$ cat config.mk
export PLATFORM = sky130hd
export DESIGN_NAME = fp16_align_stage_flat
export DESIGN_NICKNAME = d
export VERILOG_FILES = /design/src/rtl/fp16_align_stage_if.sv /design/src/rtl/fp16_align_stage.sv /design/src/flat_wrapper.sv
export SDC_FILE = /design/constraint.sdc
export NUM_CORES = 1
export LEC_CHECK = 0
export BUFFER_PORTS_ARGS = -buffer_cell sky130_fd_sc_hd__clkbuf_2
export CAP_MARGIN = 20
export CORE_MARGIN = 3
export CORE_UTILIZATION = 50
export DETAILED_ROUTE_END_ITERATION = 6
export GPL_ROUTABILITY_DRIVEN = 1
export PLACE_DENSITY = 0.76
export RECOVER_POWER = 50
export SLEW_MARGIN = 20
export SYNTH_ARGS = -nofsm -noshare
export SYNTH_HDL_FRONTEND = slang
export SYNTH_SLANG_ARGS = --single-unit
export TNS_END_PERCENT = 20
$ cat constraint.sdc
create_clock -name clk -period 2.1 [get_ports clk]
set_clock_uncertainty 0.1 [all_clocks]
set_input_delay 0.21 -clock clk [delete_from_list [all_inputs] [get_ports clk]]
set_output_delay 0.21 -clock clk [all_outputs]
set_load 0.1 [all_outputs]
$ cat src/rtl/fp16_align_stage_if.sv
// fp16_align_stage_if
//   Handshake and data bundle for the FP16 pre-add alignment stage.
//   Input side : inValid/inReady with operands opA/opB.
//   Output side: outValid/outReady with the aligned pair and special flags.
//   modport slave  : the alignment stage itself.
//   modport master : the upstream/downstream environment driving it.
interface fp16_align_stage_if #(
  parameter int SIG_W = 14,
  parameter int EXP_W = 5
);
  logic             inValid;
  logic             inReady;
  logic [15:0]      opA;
  logic [15:0]      opB;
  logic             outValid;
  logic             outReady;
  logic             signBig;
  logic             effSub;
  logic [EXP_W-1:0] expBig;
  logic [SIG_W-1:0] sigBig;
  logic [SIG_W-1:0] sigSmall;
  logic             swapped;
  logic             isNaN;
  logic             isInf;

  modport slave (
    input  inValid, opA, opB, outReady,
    output inReady, outValid, signBig, effSub, expBig, sigBig, sigSmall,
           swapped, isNaN, isInf
  );

  modport master (
    output inValid, opA, opB, outReady,
    input  inReady, outValid, signBig, effSub, expBig, sigBig, sigSmall,
           swapped, isNaN, isInf
  );
endinterface

$ cat src/rtl/fp16_align_stage.sv
// fp16_align_stage
//   Front end of the FP16 adder. Orders two operands by magnitude, computes
//   the exponent difference with a KPG prefix adder (big + ~small, carry-in
//   generate), then right-shifts the smaller significand with guard/round/
//   sticky. Two pipeline stages with valid/ready flow control.
//   Ports:
//     clk  - rising-edge clock
//     rstN - asynchronous active-low reset
//     bus  - fp16_align_stage_if.slave (operands in, aligned pair out)

// Per-operand field decode. One instance per operand.
module fp16_align_dec (
  input  logic [15:0] op,
  output logic        sign,
  output logic [4:0]  exp_eff,
  output logic [10:0] sig,
  output logic [14:0] mag,
  output logic        nan,
  output logic        inf
);
  logic hidden;
  logic exp_max;
  logic frac_nz;

  assign hidden  = |op[14:10];
  assign exp_max = &op[14:10];
  assign frac_nz = |op[9:0];

  assign sign    = op[15];
  // Subnormals share the exponent of the smallest normal.
  assign exp_eff = hidden ? op[14:10] : 5'd1;
  assign sig     = {hidden, op[9:0]};
  assign mag     = op[14:0];
  assign nan     = exp_max & frac_nz;
  assign inf     = exp_max & ~frac_nz;
endmodule

module fp16_align_stage #(
  parameter int SIG_W = 14,
  parameter int EXP_W = 5
) (
  input logic               clk,
  input logic               rstN,
  fp16_align_stage_if.slave bus
);
  localparam int STAGES = 2;
  localparam int MAN_W  = SIG_W - 3;            // hidden + fraction
  localparam int LVLS   = $clog2(EXP_W + 1);    // prefix tree depth
  localparam logic [EXP_W-1:0] SHIFT_SAT = EXP_W'(SIG_W);

  typedef struct packed {
    logic             sign_big;
    logic             eff_sub;
    logic [EXP_W-1:0] exp_big;
    logic [SIG_W-1:0] sig_big;
    logic [MAN_W-1:0] sig_small;
    logic [EXP_W-1:0] diff;
    logic             swapped;
    logic             nan;
    logic             inf;
  } s1_t;

  typedef struct packed {
    logic             sign_big;
    logic             eff_sub;
    logic [EXP_W-1:0] exp_big;
    logic [SIG_W-1:0] sig_big;
    logic [SIG_W-1:0] sig_small;
    logic             swapped;
    logic             nan;
    logic             inf;
  } s2_t;

  // Kogge-Stone style KPG prefix add of a + b with carry-in forced to
  // generate. Position 0 of the extended vectors models the carry-in.
  function automatic logic [EXP_W-1:0] kpg_add_cin1(
    input logic [EXP_W-1:0] a,
    input logic [EXP_W-1:0] b
  );
    logic [EXP_W:0]   g;
    logic [EXP_W:0]   p;
    logic [EXP_W-1:0] x;
    x = a ^ b;
    g = {a & b, 1'b1};
    p = {x, 1'b0};
    for (int l = 0; l < LVLS; l++) begin
      // Descending index so g[i-d]/p[i-d] still hold the previous level.
      for (int i = EXP_W; i >= (1 << l); i--) begin
        g[i] = g[i] | (p[i] & g[i - (1 << l)]);
        p[i] = p[i] & p[i - (1 << l)];
      end
    end
    // g[i] is now the carry into data bit i.
    return x ^ g[EXP_W-1:0];
  endfunction

  // Right shift with every shifted-out bit folded into the sticky LSB.
  function automatic logic [SIG_W-1:0] align_shift(
    input logic [MAN_W-1:0] man,
    input logic [EXP_W-1:0] diff
  );
    logic [SIG_W-1:0] full;
    logic [SIG_W-1:0] shifted;
    logic [SIG_W-1:0] lost_mask;
    full = {man, 3'b000};
    if (diff >= SHIFT_SAT) begin
      shifted = {{(SIG_W-1){1'b0}}, |man};
    end else begin
      shifted    = full >> diff;
      lost_mask  = ~({SIG_W{1'b1}} << diff);
      shifted[0] = shifted[0] | (|(full & lost_mask));
    end
    return shifted;
  endfunction

  // ---------------- operand decode ----------------
  logic [1:0]            sign;
  logic [1:0][EXP_W-1:0] exp_eff;
  logic [1:0][MAN_W-1:0] man;
  logic [1:0][14:0]      mag;
  logic [1:0]            nan;
  logic [1:0]            inf;
  logic [1:0][15:0]      ops;

  assign ops = {bus.opB, bus.opA};

  for (genvar k = 0; k < 2; k++) begin : g_dec
    fp16_align_dec u_dec (
      .op      (ops[k]),
      .sign    (sign[k]),
      .exp_eff (exp_eff[k]),
      .sig     (man[k]),
      .mag     (mag[k]),
      .nan     (nan[k]),
      .inf     (inf[k])
    );
  end

  // ---------------- flow control ----------------
  logic [STAGES:1] vld_pipe;
  logic            s1_adv;
  logic            in_rdy;
  logic            in_fire;
  logic            s1_fire;

  assign s1_adv  = !vld_pipe[2] || bus.outReady;
  assign in_rdy  = !vld_pipe[1] || s1_adv;
  assign in_fire = bus.inValid && in_rdy;
  assign s1_fire = vld_pipe[1] && s1_adv;

  // ---------------- stage 1 compute ----------------
  s1_t s1, s1_nxt;
  s2_t s2, s2_nxt;
  logic swap;
  logic nan_any;

  // Equal magnitudes keep A as the big operand.
  assign swap = mag[1] > mag[0];

  always_comb begin
    s1_nxt           = '0;
    s1_nxt.swapped   = swap;
    s1_nxt.sign_big  = swap ? sign[1] : sign[0];
    s1_nxt.eff_sub   = sign[0] ^ sign[1];
    s1_nxt.exp_big   = swap ? exp_eff[1] : exp_eff[0];
    s1_nxt.sig_big   = {(swap ? man[1] : man[0]), 3'b000};
    s1_nxt.sig_small = swap ? man[0] : man[1];
    s1_nxt.diff      = kpg_add_cin1(swap ? exp_eff[1] : exp_eff[0],
                                    ~(swap ? exp_eff[0] : exp_eff[1]));
    // inf - inf has no defined result.
    nan_any          = (|nan) || (&inf && s1_nxt.eff_sub);
    s1_nxt.nan       = nan_any;
    s1_nxt.inf       = !nan_any && (|inf);
  end

  // ---------------- stage 2 compute ----------------
  always_comb begin
    s2_nxt           = '0;
    s2_nxt.sign_big  = s1.sign_big;
    s2_nxt.eff_sub   = s1.eff_sub;
    s2_nxt.exp_big   = s1.exp_big;
    s2_nxt.sig_big   = s1.sig_big;
    s2_nxt.sig_small = align_shift(s1.sig_small, s1.diff);
    s2_nxt.swapped   = s1.swapped;
    s2_nxt.nan       = s1.nan;
    s2_nxt.inf       = s1.inf;
  end

  // ---------------- pipeline registers ----------------
  always_ff @(posedge clk or negedge rstN) begin
    if (!rstN) begin
      vld_pipe <= '0;
      s1       <= '0;
      s2       <= '0;
    end else begin
      if (in_rdy)  vld_pipe[1] <= bus.inValid;
      if (s1_adv)  vld_pipe[2] <= vld_pipe[1];
      if (in_fire) s1 <= s1_nxt;
      if (s1_fire) s2 <= s2_nxt;
    end
  end

  // ---------------- outputs ----------------
  assign bus.inReady  = in_rdy;
  assign bus.outValid = vld_pipe[2];
  assign bus.signBig  = s2.sign_big;
  assign bus.effSub   = s2.eff_sub;
  assign bus.expBig   = s2.exp_big;
  assign bus.sigBig   = s2.sig_big;
  assign bus.sigSmall = s2.sig_small;
  assign bus.swapped  = s2.swapped;
  assign bus.isNaN    = s2.nan;
  assign bus.isInf    = s2.inf;
endmodule

$ cat src/flat_wrapper.sv
// flat-port wrapper written by rule: the top's interface ports become plain ports
module fp16_align_stage_flat 
#(
  parameter int SIG_W = 14,
  parameter int EXP_W = 5
)
  (clk, rstN, bus_inValid, bus_opA, bus_opB, bus_outReady, bus_inReady, bus_outValid, bus_signBig, bus_effSub, bus_expBig, bus_sigBig, bus_sigSmall, bus_swapped, bus_isNaN, bus_isInf);
  fp16_align_stage_if #(.SIG_W(SIG_W), .EXP_W(EXP_W)) bus_i ();
  input logic clk;
  input logic rstN;
  input wire logic [$bits(bus_i.inValid)-1:0] bus_inValid;
  input wire logic [$bits(bus_i.opA)-1:0] bus_opA;
  input wire logic [$bits(bus_i.opB)-1:0] bus_opB;
  input wire logic [$bits(bus_i.outReady)-1:0] bus_outReady;
  output wire logic [$bits(bus_i.inReady)-1:0] bus_inReady;
  output wire logic [$bits(bus_i.outValid)-1:0] bus_outValid;
  output wire logic [$bits(bus_i.signBig)-1:0] bus_signBig;
  output wire logic [$bits(bus_i.effSub)-1:0] bus_effSub;
  output wire logic [$bits(bus_i.expBig)-1:0] bus_expBig;
  output wire logic [$bits(bus_i.sigBig)-1:0] bus_sigBig;
  output wire logic [$bits(bus_i.sigSmall)-1:0] bus_sigSmall;
  output wire logic [$bits(bus_i.swapped)-1:0] bus_swapped;
  output wire logic [$bits(bus_i.isNaN)-1:0] bus_isNaN;
  output wire logic [$bits(bus_i.isInf)-1:0] bus_isInf;
  assign bus_i.inValid = bus_inValid;
  assign bus_i.opA = bus_opA;
  assign bus_i.opB = bus_opB;
  assign bus_i.outReady = bus_outReady;
  assign bus_inReady = bus_i.inReady;
  assign bus_outValid = bus_i.outValid;
  assign bus_signBig = bus_i.signBig;
  assign bus_effSub = bus_i.effSub;
  assign bus_expBig = bus_i.expBig;
  assign bus_sigBig = bus_i.sigBig;
  assign bus_sigSmall = bus_i.sigSmall;
  assign bus_swapped = bus_i.swapped;
  assign bus_isNaN = bus_i.isNaN;
  assign bus_isInf = bus_i.isInf;
  fp16_align_stage #(.SIG_W(SIG_W), .EXP_W(EXP_W)) u_core (.clk(clk), .rstN(rstN), .bus(bus_i));
endmodule
==> flow_summary.yaml, run 1 <==
status:
  status: "finished, violations left"
  violations: "negative setup slack"
sta:
  worst_slew_pin_slew_ns: 1.166
  grt_setup_unrepaired: "true"
  setup_slack_ns: -0.4463
  setup_tns_ns: -1.329
  max_slew_margin_pct: 22.59
  min_period_ns: 2.546
  slew_violations: 0
  setup_viol_count_final: 4
  finalCritPeriodShare_pct: 121.3
  fmax_mhz: 392.7
  hold_violations: 0
  hold-worst-slack_ns: 0.02803
detailed_routing:
  drc_errors: 0
  dr.pass1.iters: 5
  first_iter_violations: 209
  ant_nets: 0
  vias: 4146
  wl_mm: 12.18
  via_per_inst: 5.774
  wl_per_cell_um: 16.96
die:
  rows: 33
  io_pins: 76
  start_util_pct: 52.63
  die-area_um2: 10030
  dieHeight_um: 100.2
  die_x_um: 100.2
  core_area_um2: 8423
cts:
  insertion_delay_ns: 0.35
  cts_tree: "yes"
  numClockSinks: 74
  clk_pin_slew_worst_paths_ns: 0.09
  numCtsBuffers: 9
  cts_root_buf: "clkbuf_8"
  cts-htree-levels: 3
  ctsLongestPathBuffers: 2
yosys:
  synth.distinct_cells: 60
  ys_warn_count: 0
  synth-main-ff-cell: "dfrtp_1"
  syn_inst: 474
  syn_area_per_cell_um2: 9.352
  seq_area_frac_synth_pct: 41.77
  synth.cell_area_um2: 4433
  ys_async_sr_fraction_pct: 100.0
  ys_seq_elements: 74
  synth_edf_count: 0
global_routing:
  gr-total-overflow: 0
  grt_max_degree: 45
  grt_pass1_wl_mm: 20.08
  grt_antenna_before_repair: 0
  grt_pass1_vias: 4091
  grtUsageTotal_pct: 25.02
critical_path:
  required_ns: 2.22
  crit_type: "in2reg"
  cp_max_fo: 5
  setup.worst_path.end_class: "register"
  rrSetupSlack_ns: 0.01
  timing.rr.start: "u_core.s1[4]"
  arrival_ns: 2.67
  crit_path_end: "u_core.s1[7]"
  ff2ff_path_depth: 6
  cp-startpoint: "bus_opB[2]"
  r2r_end: "u_core.bus.sigSmall[0]"
  startpoint_type: "input pin"
job:
  maxCapViolCount: 0
power:
  p_per_area_nw_per_um2: 1249
  vdd_ir_drop_max_mv: 0.5858
  leakagePower_nw: 2.751
  power_w: 0.007374
worst_hold_path:
  hold_path_class: "in2reg"
layout:
  area_growth_syn_to_layout_pct: 33.14
  fin_nets: 664
  final_cell_mix: "buf_4, dfrtp_1, nand2_1"
  final_layout_size_suffix_gt1_share_pct: 38.01
  diodes: 0
  final_common_cell: "buf_4"
  final_area_um2: 5902
placement:
  place_area_um2: 5509
  detailed_place_hpwl_mm: 9.062
  numPortBuffers: 72
  routabilityCongestion: 0.9721
## repair_timing
item	in CTS	in global routing
endpoints found under the setup margin	4	6
hold buffers	2	0
endpoints found under the hold margin	44	0
pin swaps	3	11
buffers inserted	3	3
gates resized for setup	13	4
## worst min path at each step
stage                     depth (start not counted)  slack [ns]   startpoint                  to
after global routing                              3        0.04  bus_opA[15]       u_core.s1[39]
after CTS                                         3        0.02  bus_opA[15]       u_core.s1[39]
after floorplan                                   0       -0.19         rstN   u_core.bus.effSub
after detailed placement                          1        0.15         rstN    u_core.bus.isNaN
after global placement                            1        0.14         rstN  u_core.vld_pipe[2]
final                                             3        0.03  bus_opA[15]       u_core.s1[39]
## sequential cells by signal (all words and copies together) (netlist names)
signal and flops:
u_core.bus.isNaN 1, u_core.bus.expBig 5, u_core.bus.sigBig 11, u_core.bus.isInf 1
u_core.bus.swapped 1, u_core.bus.effSub 1, u_core.bus.signBig 1, u_core.s1 37
u_core.bus.sigSmall 14, u_core.vld_pipe 2
## metal layers
layer	track usage, %	vias up	part of all wire (%)
met2	41.49	122	48
met1	33.72	2029	45
met4	7.772	0	1.8
li1	-	1975	-
met5	0	-	0
met3	3.961	20	5.3
## cell type report
| cell class | instances | area [µm²] |
|---|---|---|
| well taps | 105 | 131.4 |
| fillers | 645 | 2521 |
| multi-input cells | 348 | 2587 |
| clock buffers | 10 | 127.6 |
| flip-flops and latches | 74 | 1856 |
| clock inverters | 6 | 137.6 |
| repair buffers | 152 | 972.2 |
| inverters | 23 | 90.09 |
## kinds of logic (layout without fill, tap and decap cells)
group / count (synthesis) / in the layout / synth area share [%]
XOR/XNOR: 6 / 6 / 1.185
adder cells (fa/ha/maj): 20 / 20 / 5.645
other: 1 / 3 / 0.08459
buffers and inverters: 54 / 191 / 5.589
AO/OA/AOI/OAI: 117 / 117 / 18.35
multiplexers: 43 / 43 / 10.47
flip-flops: 74 / 74 / 41.77
AND/OR/NAND/NOR: 159 / 159 / 16.91
## stage by stage
| step | instances | utilization [%] | setup slack, ns |
|---|---|---|---|
| 3_5_place_dp | 694 | 65.40 | -0.7796 |
| 5_1_grt | 718 | 70.07 | -0.5966 |
| 2_1_floorplan | 476 | - | -0.5826 |
| 3_3_place_gp | 694 | 65.40 | -0.7528 |
| 4_1_cts | 715 | 69.95 | -0.4123 |
| 6_report | 718 | 70.07 | -0.4463 |
## synthesized netlist by cell type, drive strengths merged, types with 5 or more instances
cell type | count | area, µm²
inv | 23 | 86.34
o211ai | 21 | 177.7
nand2 | 69 | 259.0
nor2 | 20 | 75.07
a21oi | 34 | 170.2
nand3 | 30 | 150.1
mux2i | 19 | 193.9
a211oi | 5 | 42.54
buf | 17 | 108.9
mux2 | 24 | 270.3
nand4 | 5 | 37.53
ha | 20 | 250.2
dfrtp | 74 | 1852
clkbuf | 14 | 52.55
o21ai | 21 | 108.9
and3 | 6 | 37.54
nor4 | 10 | 68.81
## critical path: stages
cell and delay, ns:
clkbuf_2 0.14, ha_4 0.27, a21oi_2 0.13, a21oi_1 0.08, o31a_1 0.33, o21a_4 0.26
buf_6 0.13, buf_4 0.14, o21ai_1 0.15, ha_1 0.29, a21o_1 0.20, a21oi_2 0.12
xnor2_1 0.12, o21ai_1 0.09
## power by group
part,switching [W],leakage (nW),internal [W]
Clock,0.000576,0.131,0.000917
Sequential,0.000301,0.918,0.00179
Combinational,0.00274,1.70,0.00105
Total,0.00362,2.75,0.00376
Note: power is estimated with default switching activity, not from simulation.
==> inputs of run 2 (changes only) <==
--- a/config.mk
+++ b/config.mk
@@ -9,10 +9,12 @@
 export CAP_MARGIN = 20
 export CORE_MARGIN = 3
 export CORE_UTILIZATION = 50
+export CTS_CLUSTER_SIZE = 12
 export DETAILED_ROUTE_END_ITERATION = 6
 export GPL_ROUTABILITY_DRIVEN = 1
-export PLACE_DENSITY = 0.76
+export PLACE_DENSITY = 0.71
 export RECOVER_POWER = 50
+export SKIP_CTS_REPAIR_TIMING = 1
 export SLEW_MARGIN = 20
 export SYNTH_ARGS = -nofsm -noshare
 export SYNTH_HDL_FRONTEND = slang
==> flow_summary.yaml, run 2 (same netlist as run 1, synthesis figures left out) <==
critical_path:
  slowest_stage: "o31a_1"
  max_stage_delay_ns: 0.35
  cp_num_buf_inv: 3
  cp_max_fo: 6
  rrSetupSlack_ns: 0.15
  required_ns: 2.23
  r2r_end: "u_core.bus.sigSmall[0]"
  crit_chain: "clkbuf_2, ha_1, nand3b_1, a21oi_2, o31a_1, o21a_4, buf_6, nand2_2, o21ai_2, ha_1, buf_4, a21o_1, a21oi_2, xor2_1, o21ai_1"
  critPathTopFamily: "compound AO/OA/AOI/OAI gates"
  startpoint_type: "input pin"
  ff2ff_path_depth: 6
  crit_type: "in2reg"
  setup.worst_path.end_class: "register"
  arrival_ns: 2.76
  timing.rr.start: "u_core.s1[4]"
sta:
  min_period_ns: 2.632
  setup_slack_ns: -0.5321
  hold-worst-slack_ns: 0.02460
  slew_violations: 0
  max_slew_margin_pct: 18.56
  worst_slew_pin_slew_ns: 1.222
  grt_setup_unrepaired: "true"
  fmax_mhz: 379.9
  hold_violations: 0
  setup_viol_count_final: 4
  finalCritPeriodShare_pct: 125.3
worst_hold_path:
  hold_path_class: "in2reg"
  min-delay-start: "bus_opA[15]"
  holdPathEnd: "u_core.s1[39]"
  holdPathStages: 3
power:
  p_per_area_nw_per_um2: 1185
  seqPwrFrac_pct: 29.2
  switchingPower_w: 0.003663
  power.share.clock_pct: 17.6
  power_w: 0.007266
  swShare_pct: 50.41
  vdd_ir_drop_max_mv: 0.6294
  internal_power_w: 0.003603
  leakagePower_nw: 2.831
  pwr-share-comb_pct: 53.2
layout:
  top_register: "u_core.s1"
  diodes: 0
  largest_reg_flops: 37
  final_common_cell: "buf_4"
  final_layout_size_suffix_gt1_share_pct: 42.77
  final_cell_mix: "buf_4, dfrtp_1, nand2_1"
  area_growth_syn_to_layout_pct: 38.27
  final_cells: 734
  fin_nets: 680
cts:
  numCtsBuffers: 9
  cts_root_buf: "clkbuf_8"
  numClockSinks: 74
  ctsLongestPathBuffers: 2
  cts-htree-levels: 3
  clk_pin_slew_worst_paths_ns: 0.09
  insertion_delay_ns: 0.35
  cts_tree: "yes"
detailed_routing:
  vias: 4277
  dr.pass1.iters: 5
  ant_nets: 0
  drc_errors: 0
  wl_per_cell_um: 17.79
  first_iter_violations: 256
  wl_mm: 13.06
  via_per_inst: 5.827
die:
  io_pins: 76
  die_x_um: 100.2
  die-area_um2: 10030
  dieHeight_um: 100.2
  start_util_pct: 52.63
  core_area_um2: 8423
  rows: 33
global_routing:
  grtUsageTotal_pct: 25.25
  grt_pass1_vias: 4182
  gr-total-overflow: 0
  grt_max_degree: 50
  grt_pass1_wl_mm: 20.27
  grt_antenna_before_repair: 0
placement:
  numPortBuffers: 72
  dp.cells: 705
  routabilityCongestion: 0.9658
  pre_cts_slack_ns: -0.8708
  detailed_place_hpwl_mm: 9.447
job:
  maxCapViolCount: 0
status:
  violations: "negative setup slack"
  status: "finished, violations left"
==> run 2: cell types whose count changed in the layout (fill, tap and decap cells not counted), sizes merged <==
cell | previous run | this run
buf | 78 | 101
bufinv | 4 | 2
clkinv | 1 | 3
clkbuf | 82 | 75
==> run 2: worst max-delay path by stage <==
stage / start / to / cells after the start
final: bus_opB[1] / u_core.s1[6] / 15
after detailed placement: bus_opA[6] / u_core.s1[7] / 17
after floorplan: bus_opA[3] / u_core.s1[7] / 17
after global placement: bus_opA[6] / u_core.s1[7] / 17
after global routing: bus_opA[1] / u_core.s1[6] / 16
after CTS: bus_opA[6] / u_core.s1[7] / 17
==> run 2: metal layers <==
layer / track usage [%] / wire length [µm] / vias to the layer above
li1: - / - / 2020
met4: 8.912 / 231 / 0
met3: 4.656 / 694 / 24
met2: 40.16 / 6408 / 150
met1: 34.61 / 5726 / 2083
met5: 0 / 0 / -
==> run 2: through the flow <==
stage | instance area [µm²] | TNS [ns] | utilization (%)
after global placement | 5592 | -3.139 | 66.38
after floorplan | 4669 | -18.32 | -
after detailed placement | 5592 | -5.338 | 66.38
final | 6130 | -1.778 | 72.77
after CTS | 5817 | -1.532 | 69.06
after global routing | 6130 | -2.184 | 72.77
==> run 2: tightest hold or removal path, stage by stage <==
cell,delay (ns)
clkbuf_2,0.10
nand2_1,0.06
o211ai_1,0.07
==> run 2: power groups by stage <==
stage          sequential, W  combinational (W)  clock, W
2_1_floorplan        0.00365            0.00134         0
3_3_place_gp         0.00213            0.00369         0
3_5_place_dp         0.00215            0.00373         0
4_1_cts              0.00212            0.00375   0.00129
5_1_grt              0.00218            0.00409   0.00135
6_report             0.00212            0.00386   0.00128
==> run 2: layout make-up <==
| cell class | count | area (µm²) |
|---|---|---|
| Clock buffer | 10 | 137.6 |
| Clock inverter | 6 | 87.58 |
| Inverter | 23 | 90.09 |
| Fill cell | 614 | 2293 |
| Sequential cell | 74 | 1858 |
| Tap cell | 105 | 131.4 |
| Multi-Input combinational cell | 348 | 2695 |
| Timing Repair Buffer | 168 | 1130 |
==> inputs of run 3 (changes only) <==
--- a/config.mk
+++ b/config.mk
@@ -5,18 +5,19 @@
 export SDC_FILE = /design/constraint.sdc
 export NUM_CORES = 1
 export LEC_CHECK = 0
-export BUFFER_PORTS_ARGS = -buffer_cell sky130_fd_sc_hd__clkbuf_2
 export CAP_MARGIN = 20
 export CORE_MARGIN = 3
 export CORE_UTILIZATION = 50
 export CTS_CLUSTER_SIZE = 12
 export DETAILED_ROUTE_END_ITERATION = 6
+export DONT_BUFFER_PORTS = 1
 export GPL_ROUTABILITY_DRIVEN = 1
-export PLACE_DENSITY = 0.71
+export PLACE_DENSITY = 0.64
 export RECOVER_POWER = 50
 export SKIP_CTS_REPAIR_TIMING = 1
 export SLEW_MARGIN = 20
 export SYNTH_ARGS = -nofsm -noshare
 export SYNTH_HDL_FRONTEND = slang
+export SYNTH_HIERARCHICAL = 1
 export SYNTH_SLANG_ARGS = --single-unit
 export TNS_END_PERCENT = 20
==> flow_summary.yaml, run 3 <==
sta:
  min_period_ns: 2.034
  hold-worst-slack_ns: -0.03329
  max_slew_margin_pct: 34.44
  worst_slew_pin_slew_ns: 0.9834
  setup_tns_ns: 0
  setup_viol_count_final: 0
  fmax_mhz: 491.7
  slew_violations: 0
  finalCritPeriodShare_pct: 96.84
  grt_setup_unrepaired: "true"
  hold_violations: 5
cts:
  clk_pin_slew_worst_paths_ns: 0.07
  insertion_delay_ns: 0.34
  numClockSinks: 74
  cts_tree: "yes"
  cts_root_buf: "clkbuf_8"
  ctsLongestPathBuffers: 2
  numCtsBuffers: 9
  cts-htree-levels: 3
power:
  power_w: 0.005848
  leakagePower_nw: 2.535
  internal_power_w: 0.003031
  switchingPower_w: 0.002817
  power.share.clock_pct: 17.0
  p_per_area_nw_per_um2: 1082
  vdd_ir_drop_max_mv: 0.5267
  swShare_pct: 48.17
  seqPwrFrac_pct: 33.5
  pwr-share-comb_pct: 49.5
layout:
  nFillCells: 832
  fin_nets: 589
  diodes: 0
  multi_input_comb_area_um2: 2356
  final_layout_size_suffix_gt1_share_pct: 23.39
  final_cells: 672
  final_common_cell: "dfrtp_1"
  top_register: "u_core/s1"
  final_cell_mix: "dfrtp_1, nand2_1, buf_4"
  register_area_um2: 1856
  largest_reg_flops: 37
  final_area_um2: 5405
  area_growth_syn_to_layout_pct: 12.18
die:
  rows: 35
  die-area_um2: 10850
  dieHeight_um: 104.2
  start_util_pct: 51.90
  die_x_um: 104.2
  core_area_um2: 9284
  io_pins: 76
worst_hold_path:
  holdPathEnd: "u_core/s1[31]"
  holdPathStages: 2
  hold_path_class: "in2reg"
  min-delay-start: "bus_opA[9]"
detailed_routing:
  vias: 3556
  via_per_inst: 5.292
  wl_mm: 10.66
  drc_errors: 0
  dr.pass1.iters: 4
  first_iter_violations: 124
  ant_nets: 0
  wl_per_cell_um: 15.87
yosys:
  ys_seq_elements: 74
  synthTopCellsByCount: "dfrtp_1, buf_4, nand2_1"
  synth_area_leaders: "dfrtp_1, buf_4, mux2i_1"
  syn_area_per_cell_um2: 9.284
  synth.cell_area_um2: 4818
  synth_edf_count: 0
  yosysTopAreaCellShare_pct: 38.43
  ys_warn_count: 6
  ys_async_sr_fraction_pct: 100.0
  seq_area_frac_synth_pct: 38.43
  synth-main-ff-cell: "dfrtp_1"
  synth_top_cell_by_area: "dfrtp_1"
  synth.distinct_cells: 51
  syn_inst: 519
  synth_most_common_cell: "dfrtp_1"
critical_path:
  cp_max_fo: 3
  setup.worst_path.end_class: "register"
  required_ns: 2.22
  rrSetupSlack_ns: 0.07
  arrival_ns: 2.15
  ff2ff_path_depth: 7
  crit_type: "reg2reg"
  startpoint_type: "register"
  r2r_end: "u_core/bus.sigSmall[0]"
  timing.rr.start: "u_core/s1[4]"
placement:
  dp.cells: 628
  detailed_place_hpwl_mm: 8.116
  place_area_um2: 4970
  routabilityCongestion: 0.8633
  numPortBuffers: 0
global_routing:
  grt_antenna_before_repair: 0
  gr-total-overflow: 0
  grt_max_degree: 75
  grtUsageTotal_pct: 19.44
  grt_pass1_wl_mm: 17.19
  grt_pass1_vias: 3371
status:
  status: "finished, violations left"
  violations: "negative hold slack"
job:
  maxCapViolCount: 0
==> run 3: kinds of logic after synthesis <==
group / synth area share [%]
muxes: 14.80
adders and majority gates: 4.752
DFF: 38.43
other: 0.07783
and+or+nand+nor: 13.55
xor gates and xnor gates: 1.272
buffers and inverters: 13.29
AOI/OAI and AO/OA: 13.81
==> run 3: worst max-delay path by stage <==
stage                             startpoint                endpoint  slack, ns  cells after the start
after floorplan           u_core/vld_pipe[2]            u_core/s1[2]      -0.37                      3
after global placement           bus_opA[10]            u_core/s1[7]      -0.11                     10
after detailed placement         bus_opA[10]            u_core/s1[7]      -0.18                     10
after CTS                       u_core/s1[4]  u_core/bus.sigSmall[0]      -0.02                      7
after global routing            u_core/s1[4]  u_core/bus.sigSmall[0]      -0.05                      7
final                           u_core/s1[4]  u_core/bus.sigSmall[0]       0.07                      7
==> run 3: layout make-up <==
type / count / share of cell area [%]
Clock buffer: 12 / 2.870
Tap cell: 129 / 2.986
Timing Repair Buffer: 96 / 14.35
Multi-Input combinational cell: 337 / 43.59
Sequential cell: 74 / 34.33
Clock inverter: 4 / 0.4861
Inverter: 20 / 1.389
==> run 3: power groups by stage <==
stage | Sequential (W) | Combinational, W | Clock [W]
6_report | 0.00196 | 0.00289 | 0.000996
5_1_grt | 0.00200 | 0.00306 | 0.00109
4_1_cts | 0.00196 | 0.00287 | 0.00103
3_5_place_dp | 0.00199 | 0.00286 | 0
3_3_place_gp | 0.00197 | 0.00284 | 0
2_1_floorplan | 0.00321 | 0.00106 | 0
==> run 3: stage by stage <==
| step | setup WS [ns] | hold WS [ns] | util (%) |
|---|---|---|---|
| CTS | -0.02106 | -0.5608 | 55.49 |
| floorplan | -0.3720 | -0.1856 | - |
| global route | -0.04724 | -0.0002442 | 58.22 |
| global placement | -0.1081 | -0.1828 | 53.53 |
| finish | 0.06626 | -0.03329 | 58.22 |
| detailed placement | -0.1840 | -0.1824 | 53.53 |
==> run 3: routing by layer <==
layer / up-vias / track usage, % / wire (µm)
li1: 1778 / - / -
met5: - / 0 / 0
met2: 102 / 28.55 / 4661
met3: 9 / 5.462 / 665
met4: 0 / 4.653 / 126
met1: 1667 / 28.45 / 5211
==> run 3: critical path, cell delays in order, from the launching register on <==
cell	delay, ns
dfrtp_1	0.43
mux2_4	0.32
mux2_4	0.28
mux2_4	0.29
o31ai_2	0.17
o2111ai_1	0.13
o21ai_1	0.12
o21ai_1	0.07
